<file path="src/rtl/idu_issue_ctrl.sv">
// idu_issue_ctrl
// Scoreboard-based issue controller sitting between the IF/ID and ID/EX
// registers. Per-register in-flight counters track GPR and CSR writes from
// issue until write-back releases them. The pipeline has no forwarding, so
// any source still in flight blocks issue, as does a destination whose
// counter is saturated. A flush kills the ID/EX slot and hands its
// allocation back in the same edge.
module idu_issue_ctrl #(
  parameter int NR_GPR = 32,
  parameter int NR_CSR = 8,
  parameter int CNT_W  = 2
) (
  input  logic       clk,
  input  logic       rst,
  input  logic       IFU_o_valid,
  input  logic [4:0] IDU_i_rs1,
  input  logic [4:0] IDU_i_rs2,
  input  logic       IDU_i_rs1_used,
  input  logic       IDU_i_rs2_used,
  input  logic [4:0] IDU_i_rd,
  input  logic       IDU_i_write_gpr,
  input  logic [2:0] IDU_i_csr_rs,
  input  logic [2:0] IDU_i_csr_rd,
  input  logic       IDU_i_csr_read,
  input  logic       IDU_i_write_csr,
  input  logic       EXU_i_ready,
  input  logic       EXU_i_flush,
  input  logic       WB_i_release,
  input  logic [4:0] WB_i_rd,
  input  logic       WB_i_gpr_alloc,
  input  logic [2:0] WB_i_csr_rd,
  input  logic       WB_i_csr_alloc,
  output logic       IDU_o_ready,
  output logic       IDU_o_issue,
  output logic       IDU_o_valid,
  output logic       IDU_o_stall,
  output logic       IDU_o_busy
);

  localparam logic [CNT_W-1:0] CNT_ZERO = {CNT_W{1'b0}};
  localparam logic [CNT_W-1:0] CNT_ONE  = {{(CNT_W-1){1'b0}}, 1'b1};
  localparam logic [CNT_W-1:0] CNT_MAX  = {CNT_W{1'b1}};

  // Counter step: one optional increment and up to two decrements.
  // Out-of-range results are a protocol violation upstream; the counter
  // simply wraps and the environment is expected to flag it.
  function automatic logic [CNT_W-1:0] cnt_next(
    input logic [CNT_W-1:0] cur,
    input logic             inc,
    input logic             dec_a,
    input logic             dec_b
  );
    logic [CNT_W-1:0] r;
    r = cur;
    if (inc) begin
      r = r + CNT_ONE;
    end else begin
      r = r;
    end
    if (dec_a) begin
      r = r - CNT_ONE;
    end else begin
      r = r;
    end
    if (dec_b) begin
      r = r - CNT_ONE;
    end else begin
      r = r;
    end
    return r;
  endfunction

  // Scoreboard state
  logic [NR_GPR-1:0][CNT_W-1:0] gcnt_q, gcnt_d;
  logic [NR_CSR-1:0][CNT_W-1:0] ccnt_q, ccnt_d;

  // ID/EX slot: valid bit plus the allocations its instruction holds
  logic       valid_q, valid_d;
  logic [4:0] ex_rd_q, ex_rd_d;
  logic       ex_galloc_q, ex_galloc_d;
  logic [2:0] ex_csr_q, ex_csr_d;
  logic       ex_calloc_q, ex_calloc_d;

  // Combinational hazard / handshake terms
  logic raw_s, sat_s, slot_free_s, issue_s;
  logic rs1_haz_s, rs2_haz_s, csr_haz_s;
  logic gpr_sat_s, csr_sat_s;

  // Per-index increment / decrement strobes
  logic [NR_GPR-1:0] gpr_inc_s, gpr_rel_s, gpr_kill_s;
  logic [NR_CSR-1:0] csr_inc_s, csr_rel_s, csr_kill_s;

  // Hazard detection against the registered counters and issue decision
  always_comb begin
    rs1_haz_s   = IDU_i_rs1_used & (IDU_i_rs1 != 5'd0) & (gcnt_q[IDU_i_rs1] != CNT_ZERO);
    rs2_haz_s   = IDU_i_rs2_used & (IDU_i_rs2 != 5'd0) & (gcnt_q[IDU_i_rs2] != CNT_ZERO);
    csr_haz_s   = IDU_i_csr_read & (ccnt_q[IDU_i_csr_rs] != CNT_ZERO);
    raw_s       = rs1_haz_s | rs2_haz_s | csr_haz_s;
    gpr_sat_s   = IDU_i_write_gpr & (IDU_i_rd != 5'd0) & (gcnt_q[IDU_i_rd] == CNT_MAX);
    csr_sat_s   = IDU_i_write_csr & (ccnt_q[IDU_i_csr_rd] == CNT_MAX);
    sat_s       = gpr_sat_s | csr_sat_s;
    slot_free_s = ~valid_q | EXU_i_ready;
    issue_s     = IFU_o_valid & ~raw_s & ~sat_s & slot_free_s & ~EXU_i_flush;
  end

  // Decode which GPR counters move this cycle; x0 is never allocated
  always_comb begin
    gpr_inc_s  = {NR_GPR{1'b0}};
    gpr_rel_s  = {NR_GPR{1'b0}};
    gpr_kill_s = {NR_GPR{1'b0}};
    for (int i = 1; i < NR_GPR; i++) begin
      gpr_inc_s[i]  = issue_s & IDU_i_write_gpr & (IDU_i_rd == 5'(i));
      gpr_rel_s[i]  = WB_i_release & WB_i_gpr_alloc & (WB_i_rd == 5'(i));
      gpr_kill_s[i] = EXU_i_flush & valid_q & ex_galloc_q & (ex_rd_q == 5'(i));
    end
  end

  // Decode which CSR counters move this cycle
  always_comb begin
    csr_inc_s  = {NR_CSR{1'b0}};
    csr_rel_s  = {NR_CSR{1'b0}};
    csr_kill_s = {NR_CSR{1'b0}};
    for (int i = 0; i < NR_CSR; i++) begin
      csr_inc_s[i]  = issue_s & IDU_i_write_csr & (IDU_i_csr_rd == 3'(i));
      csr_rel_s[i]  = WB_i_release & WB_i_csr_alloc & (WB_i_csr_rd == 3'(i));
      csr_kill_s[i] = EXU_i_flush & valid_q & ex_calloc_q & (ex_csr_q == 3'(i));
    end
  end

  // Next-state of every scoreboard counter
  always_comb begin
    gcnt_d    = gcnt_q;
    gcnt_d[0] = CNT_ZERO;
    for (int i = 1; i < NR_GPR; i++) begin
      gcnt_d[i] = cnt_next(gcnt_q[i], gpr_inc_s[i], gpr_rel_s[i], gpr_kill_s[i]);
    end
    ccnt_d = ccnt_q;
    for (int i = 0; i < NR_CSR; i++) begin
      ccnt_d[i] = cnt_next(ccnt_q[i], csr_inc_s[i], csr_rel_s[i], csr_kill_s[i]);
    end
  end

  // ID/EX valid: flush kills, a free slot takes the issue, otherwise hold
  always_comb begin
    if (EXU_i_flush) begin
      valid_d = 1'b0;
    end else if (slot_free_s) begin
      valid_d = issue_s;
    end else begin
      valid_d = valid_q;
    end
  end

  // ID/EX allocation record loads together with the ID/EX register
  always_comb begin
    if (issue_s) begin
      ex_rd_d     = IDU_i_rd;
      ex_galloc_d = IDU_i_write_gpr & (IDU_i_rd != 5'd0);
      ex_csr_d    = IDU_i_csr_rd;
      ex_calloc_d = IDU_i_write_csr;
    end else begin
      ex_rd_d     = ex_rd_q;
      ex_galloc_d = ex_galloc_q;
      ex_csr_d    = ex_csr_q;
      ex_calloc_d = ex_calloc_q;
    end
  end

  // Scoreboard counter registers
  always_ff @(posedge clk) begin
    if (rst) begin
      gcnt_q <= {(NR_GPR*CNT_W){1'b0}};
      ccnt_q <= {(NR_CSR*CNT_W){1'b0}};
    end else begin
      gcnt_q <= gcnt_d;
      ccnt_q <= ccnt_d;
    end
  end

  // ID/EX slot registers
  always_ff @(posedge clk) begin
    if (rst) begin
      valid_q     <= 1'b0;
      ex_rd_q     <= 5'd0;
      ex_galloc_q <= 1'b0;
      ex_csr_q    <= 3'd0;
      ex_calloc_q <= 1'b0;
    end else begin
      valid_q     <= valid_d;
      ex_rd_q     <= ex_rd_d;
      ex_galloc_q <= ex_galloc_d;
      ex_csr_q    <= ex_csr_d;
      ex_calloc_q <= ex_calloc_d;
    end
  end

  // Output mapping
  always_comb begin
    IDU_o_issue = issue_s;
    IDU_o_ready = issue_s | ~IFU_o_valid | EXU_i_flush;
    IDU_o_stall = IFU_o_valid & ~issue_s & ~EXU_i_flush;
    IDU_o_valid = valid_q;
    IDU_o_busy  = (|gcnt_q) | (|ccnt_q);
  end

endmodule

</file>
<file path="config.mk">
export PLATFORM = sky130hd
export DESIGN_NAME = idu_issue_ctrl
export DESIGN_NICKNAME = d
export VERILOG_FILES = /design/src/rtl/idu_issue_ctrl.sv
export SDC_FILE = /design/constraint.sdc
export NUM_CORES = 1
export LEC_CHECK = 0
export CAP_MARGIN = 5
export CELL_PAD_IN_SITES_DETAIL_PLACEMENT = 2
export CELL_PAD_IN_SITES_GLOBAL_PLACEMENT = 2
export CORE_MARGIN = 1.5
export CORE_UTILIZATION = 40
export DETAILED_ROUTE_END_ITERATION = 8
export PLACE_DENSITY = 0.93
export SYNTH_ARGS = -nofsm -noshare
export SYNTH_HDL_FRONTEND = slang
export SYNTH_SLANG_ARGS = --single-unit
</file>
<file path="constraint.sdc">
create_clock -name clk -period 9.3 [get_ports clk]
set_input_delay 0.93 -clock clk [delete_from_list [all_inputs] [get_ports clk]]
set_output_delay 0.93 -clock clk [all_outputs]
set_load 0.02 [all_outputs]
</file>
Word-level counts from Yosys, hierarchy flattened
Cells that the tools add are included.

Add/sub/neg operators: 117. Order comparisons: 5. Eq/ne operators: 116. Muxes and demuxes: 127. Bitwise gates (word level): 151. Reductions and logical operators: 12.

Operators by type and width (number): $mux W2 (122); $eq A5 B5 Y1 const B (48); $sub A2 B1 Y2 const B (78); $and A1 B1 Y1 (138); $eq A5 B4 Y1 const B (24); $add A2 B1 Y2 const B (39); $reduce_or A64 Y1 (1); $eq A5 B3 Y1 const B (12); $eq A3 B3 Y1 const B (12); $bmux W2 S5 (3); $eq A5 B2 Y1 const B (6); $eq A3 B2 Y1 const B (6); $lt A5 B6 Y1 const B (3); $reduce_or A16 Y1 (1); $eq A5 B1 Y1 const B (3); $reduce_bool A5 Y1 (3); $bmux W2 S3 (2); $eq A3 B1 Y1 const B (3); $logic_not A3 Y1 (3); $lt A3 B4 Y1 const B (2); $or A1 B1 Y1 (7); $not A1 Y1 (6); $reduce_bool A2 Y1 (3); $eq A2 B2 Y1 const B (2); $reduce_or A2 Y1 (1).

Register bits after elaboration: 91. Word-level logic and storage cells: 573.

Logic depth before layout (Yosys ltp)
Gate-level depths: netlist of the first run.

Depth in word-level cells: 18. Mapped depth: 13. Mapped depth without buffers: 10.

Least setup slack after synthesis of the first run
No wires, ideal clock.

Kind: input-to-output. Start point: input IDU_i_rs1[1]. End point: output IDU_o_stall. Arrival: 3546 ps. Data required time: 8370 ps. Path slack: 4824 ps. Stages on the path: 10. Buffers on the path: 3. Cells stage by stage: buf_2 > mux4_2 > a311o_1 > nor4_1 > a2111oi_2 > nand2_1 > clkbuf_1 > buf_1 > nand2_1 > inv_1.

Longest elaborated chain between the ends: 14. Elaborated cells on any way between the ends: 16. Those cells by class: 2 x mux; 12 x bitwise; 2 x reduce/logical.

RTL lines: from (decl) (RTL line 16) `input logic [4:0] IDU_i_rs1,`; $bmux W2 S5 (RTL line 95) `rs1_haz_s = IDU_i_rs1_used & (IDU_i_rs1 != 5'd0) & (gcnt_q[IDU_i_rs1] != CNT_ZERO);`; $mux W2 (not written as such) (RTL line 95); $reduce_bool A2 Y1 (RTL line 95); $and A1 B1 Y1 (*) (RTL line 95); $or A1 B1 Y1 (*) (2 in series) (RTL line 98) `raw_s = rs1_haz_s | rs2_haz_s | csr_haz_s;`; $not A1 Y1 (*) (RTL line 103) `issue_s = IFU_o_valid & ~raw_s & ~sat_s & slot_free_s & ~EXU_i_flush;`; $and A1 B1 Y1 (*) (4 in series) (RTL line 103); $not A1 Y1 (*) (RTL line 201) `IDU_o_stall = IFU_o_valid & ~issue_s & ~EXU_i_flush;`; $and A1 B1 Y1 (*) (2 in series) (RTL line 201); to (decl) (RTL line 36) `output logic IDU_o_stall,`.

Mark *: on every way between the ends. The rest lies on a longest branch, timed or not. The select of a mux whose other input is x is not followed.

Final worst setup path of the first run
Start point: input IDU_i_rs1[1]. End point: output IDU_o_issue.

Longest elaborated chain between the ends: 11. Elaborated cells on any way between the ends: 13. Those cells by class: 2 x mux; 9 x bitwise; 2 x reduce/logical.

RTL lines: $bmux W2 S5 (RTL line 95); $mux W2 (not written as such) (RTL line 95); $reduce_bool A2 Y1 (RTL line 95); $and A1 B1 Y1 (*) (RTL line 95); $or A1 B1 Y1 (*) (2 in series) (RTL line 98); $not A1 Y1 (*) (RTL line 103); $and A1 B1 Y1 (*) (4 in series) (RTL line 103); to (decl) (RTL line 34) `output logic IDU_o_issue,`.

Marks and branches as above.

==> results of run 1 <==
## cell usage in the layout (no fill, tap or decap), types with 9 or more instances in the layout
cell               n
nor2_1           146
nand2_1          131
xnor2_1          114
inv_1             98
dfxtp_1           89
mux2i_1           68
nor3_1            49
nand3_1           46
clkdlybuf4s50_1   45
ha_1              39
a21oi_1           23
o21ai_0           21
or2_2             21
nor4_4            21
nor4_1            19
nor2b_1           19
nand4_1           18
nand2b_1          18
mux4_2            15
o211ai_1          15
mux2_2            14
and3_1            14
o21a_1            11
or3_1             11
maj3_2            10
a31oi_1            9
clkbuf_16          9
## critical path, stage by stage
cell	delay, ns
clkdlybuf4s50_1	0.83
nor3_1	0.38
a21oi_1	0.09
a2111oi_0	0.75
nor4_1	0.24
a2111oi_2	0.84
nand2_1	0.86
inv_1	0.70
clkdlybuf4s50_1	0.72
## cell families (layout without fill, tap and decap cells)
logic type / after synthesis / after routing / synth area share, %
XOR/XNOR: 117 / 117 / 10.8
adder cells (fa/ha/maj): 50 / 50 / 6.42
buffers and inverters: 156 / 167 / 6.78
other: 0 / 2 / 0
flip-flops: 89 / 89 / 18.7
multiplexers: 100 / 100 / 12.7
AND/OR/NAND/NOR: 557 / 557 / 32.5
AO/OA/AOI/OAI: 159 / 159 / 12.1
## layer usage
layer | wire [um] | part of all wire [%] | GRT usage [%] | vias up
met5 | 0 | 0 | 0 | -
met4 | 3270 | 7.1 | 25.7 | 0
met3 | 3660 | 8.0 | 8.59 | 208
met2 | 21600 | 47 | 62.3 | 568
met1 | 17200 | 38 | 43.0 | 5190
li1 | - | - | - | 4345
## synthesized netlist by cell type (all sizes together), types with 24 or more instances
library cell | number | area (sq um)
or2 | 24 | 150
nor3 | 52 | 282
mux2i | 68 | 681
nand2 | 131 | 492
nand3 | 46 | 230
ha | 39 | 488
nor4 | 45 | 628
clkbuf | 34 | 129
o21ai | 24 | 120
xnor2 | 114 | 998
nor2 | 146 | 548
dfxtp | 89 | 1780
inv | 99 | 372
## stage by stage
stage                     worst slack, ns  total power [mW]  instance area (sq um)  hold slack, ns
final                                1.99              1.05                  10500           0.516
after global routing                 1.81              1.07                  10500           0.517
after CTS                            2.14              1.04                  10500           0.511
after global placement               3.07             0.590                  10100           0.451
after floorplan                      4.82             0.523                   9510           0.437
after detailed placement             2.61             0.602                  10100           0.468
## area by class of cell
| class | instances | area [sq um] |
|---|---|---|
| timing repair buffer | 52 | 500 |
| tap | 319 | 399 |
| antenna | 2 | 5.00 |
| multi-input combinational | 983 | 7090 |
| clock buffer | 9 | 225 |
| clock inverter | 7 | 101 |
| inverter | 99 | 372 |
| sequential | 89 | 1780 |
| fill | 2661 | 12900 |
## power breakdown
| part | internal [mW] | switching (mW) | leakage, nW | total [mW] |
|---|---|---|---|---|
| Sequential | 0.387 | 0.0128 | 0.719 | 0.400 |
| Combinational | 0.0673 | 0.142 | 2.40 | 0.209 |
| Clock | 0.239 | 0.200 | 0.158 | 0.439 |
| Total | 0.693 | 0.355 | 3.28 | 1.05 |
## worst max path at each step
| stage | to | slack (ns) | depth (start not counted) |
|---|---|---|---|
| after floorplan | IDU_o_stall | 4.82 | 10 |
| after global placement | IDU_o_issue | 3.07 | 9 |
| after detailed placement | IDU_o_issue | 2.61 | 9 |
| after CTS | IDU_o_issue | 2.14 | 9 |
| after global routing | IDU_o_issue | 1.81 | 9 |
| final | IDU_o_issue | 1.99 | 9 |
## state kept, by name, indices dropped and copies added (netlist names)
register	count
IDU_o_valid	1
ex_csr_q	3
ex_rd_q	5
gcnt_q	62
ex_calloc_q	1
ex_galloc_q	1
ccnt_q	16
==> metrics.csv, run 1 <==
metric;value;unit
max_cap_violations;0;
timing.slew.headroom;20.5;%
skew;0.0102;ns
wl_per_cell;29.3;um
synth_area;9510;sq um
drv_slew;0;
setup-violations-final;0;
ios;47;
endpoint_kind;primary output;
finalNonFillerCells;1560;
worstMarginPinSlew;1.18;ns
cts_tree;yes;
dp.cells;1542;
hold_depth;2;
clk_latency;0.39;ns
track_usage;37.6;%
cts_buffers;9;
rr_worst_depth;10;
p_leak;3.28;nW
hp-class;flip-flop to flip-flop;
fp.dieH;157;um
synth.distinct_cells;81;
hold_buffers;0;
syn_avg_cell_area;7.74;sq um
h-tree-depth;3;
worstPathArrival;6.38;ns
cts.sinks;89;
status;complete, no violations;
r2r-end;gcnt_q[37];
cts_root_buf;clkbuf_16;
area_growth;10.2;%
ys_ff_latch;89;
vias;10311;
rr_startpoint;gcnt_q[15];
first_pass_iters;5;
drive_above_1_share;9.69;%
portBuffers;46;
tns;0;ns
cp-startpoint;IDU_i_rs1[1];
crit_fanout;25;
final_util;44.8;%
async_flop_share;0;%
synth_ff_type;dfxtp_1;
die_x;157;um
yosys_warnings;0;
crit_type;input port to primary output;
hold_viol_final;0;
cp-start-kind;input port;
drt.antenna.violating_nets;0;
reg2reg_slack;4.24;ns
viasPerCell;6.61;
seq_area_frac_synth;18.7;%
dp_hpwl;32500;um
min_period;7.31;ns
grt_max_degree;66;
clock_path_buffers;2;
rsz0062_at_grt;false;
cp.required;8.37;ns
power_density;100;nW/um^2
finalWirelength;45800;um
netlist_instances;1228;
nNetsFinal;1315;
post_cts_resized;0;
layout_worst_path_cycle_share;78.6;%
antenna_found_initial;3;
drt_iter0_drc;995;
gp_congestion;0.990;
post_cts_buffers;0;
max_freq;137;MHz
row_count;56;
grt_first_pass_wirelength;69400;um
core;23400;sq um
start_util;40.6;%
synth_enable_flop_cells;0;
drcViolationCount;0;
grt_pass1_vias;11191;
dieArea;24700;sq um
ir_worst_vdd;0.0672;mV
grt_overflow_total;0;
path_clk_slew;0.07;ns
synth_nets;1309;
worstHoldEndpoint;ex_calloc_q;
min_from;ex_calloc_q;
Power figures use the tool's default switching activity.
==> inputs of run 2 (changes only) <==
CORE_UTILIZATION = 37   (was 40)
PLACE_DENSITY = 0.88   (was 0.93)
clock period = 7.31 ns   (was 9.3 ns; I/O delays follow)
==> run 2 against run 1 <==
Effect of this change:
- clock power grew 33%
- power grew 29%
- register-to-register slack got worse by 1.2 ns
- count of clock-buffer cells in the layout stayed put
- via count shrank 4.0%
==> metrics.csv, run 2 (same netlist as run 1, synthesis figures left out) <==
metric;value;unit
p_comb_share;19.1;%
hp-class;flip-flop to flip-flop;
vias;9903;
layout_worst_path_cycle_share;75.1;%
cts_root_buf;clkbuf_16;
viasPerCell;6.31;
final_util;41.7;%
gp_congestion;0.959;
cp_slowest_cell;clkdlybuf4s50_1;
track_usage;32.6;%
dieArea;26700;sq um
worstMarginPinSlew;1.19;ns
status;complete, no violations;
min_period;5.49;ns
dpl_cell_area;10200;sq um
drt_iter0_drc;825;
area_growth;10.5;%
ir_worst_vdd;0.0920;mV
cts_tree;yes;
top_register;gcnt_q;
finalWirelength;42600;um
core;25200;sq um
antenna_found_initial;0;
h-tree-depth;3;
ios;47;
switching_share;32.4;%
grt_overflow_total;0;
wl_per_cell;27.1;um
rsz0062_at_grt;false;
design_power_total;1.35;mW
nNetsFinal;1317;
crit_buf_inv;4;
p_int;0.911;mW
cts.sinks;89;
crit_fanout;21;
sequentialPowerShare;37.7;%
drcViolationCount;0;
start_util;37.8;%
power_density;128;nW/um^2
top_regs;gcnt_q: 62 flops, ccnt_q: 16 flops, ex_rd_q: 5 flops;
timing.slew.headroom;20.7;%
cp-start-kind;input port;
grt_first_pass_wirelength;65200;um
power_switching;0.436;mW
cts_buffers;9;
row_count;58;
max_cap_violations;0;
drt.antenna.violating_nets;0;
fill_cells;2845;
final_common_cell;nor2_1;
hold_buffers;0;
hold_viol_final;0;
multi_input_area;7090;sq um
diodes;0;
setup_slack;1.82;ns
p_leak;3.29;nW
endpoint_kind;primary output;
drv_slew;0;
drive_above_1_share;9.69;%
tns;0;ns
die_x;163;um
dp_hpwl;32000;um
first_pass_iters;5;
crit_type;input port to primary output;
finalNonFillerCells;1569;
clk_latency;0.39;ns
largest_reg_flops;62;
fp.dieH;163;um
mostFrequentLayoutCells;nor2_1, nand2_1, xnor2_1;
pwr-share-clk;43.2;%
setup-violations-final;0;
path_clk_slew;0.09;ns
slowest_delay;1.02;ns
clock_path_buffers;2;
post_cts_resized;0;
worstPathArrival;4.76;ns
max_freq;182;MHz
grt_pass1_vias;10797;
critPathTopFamily;buffers and inverters;
pre_cts_ws;1.88;ns
hold_ws;0.481;ns
skew;0.0205;ns
portBuffers;46;
cp_cell_sequence;clkdlybuf4s50_1, inv_1, mux4_2, mux2_2, a211oi_1, a2111oi_2, nand2_1, inv_1, clkdlybuf4s50_1;
post_cts_buffers;0;
cp.required;6.58;ns
regArea;1780;sq um
dp.cells;1555;
grt_max_degree;63;
postLayoutCellArea;10500;sq um
run 2: layer usage:
layer	part of all wire (%)	up-vias	track usage [%]
met5	0	-	0
met3	6.8	124	6.17
met2	48	451	55.6
li1	-	4331	-
met1	40	4997	38.9
met4	4.7	0	16.2
run 2: area by class of cell:
cell class / count / area share (%)
Timing Repair Buffer: 54 / 4.91
Inverter: 99 / 3.54
Multi-Input combinational cell: 983 / 67.5
Clock inverter: 5 / 1.01
Clock buffer: 9 / 2.14
Sequential cell: 89 / 17.0
Tap cell: 330 / 3.93
run 2: path summary, 6_finish.rpt:
path,end,startpoint,slack [ns],cells past startpoint
hold reg to reg,ex_csr_q[2],ex_csr_q[2],0.48,2
setup / recovery,IDU_o_issue,IDU_i_rs2[1],1.82,9
hold / removal,ex_csr_q[2],ex_csr_q[2],0.48,2
setup reg to reg,gcnt_q[61],gcnt_q[26],3.01,9
run 2: tightest hold or removal path, cell delays in order, from the launching register on:
cell and delay, ns:
dfxtp_1 0.33, nand2_1 0.06, a21oi_1 0.05
run 2: power groups by stage:
stage	clock (mW)	sequential, mW	combinational [mW]
detailed placement	0	0.518	0.248
CTS	0.583	0.507	0.253
global route	0.603	0.508	0.271
floorplan	0	0.510	0.156
finish	0.583	0.507	0.257
global placement	0	0.517	0.237
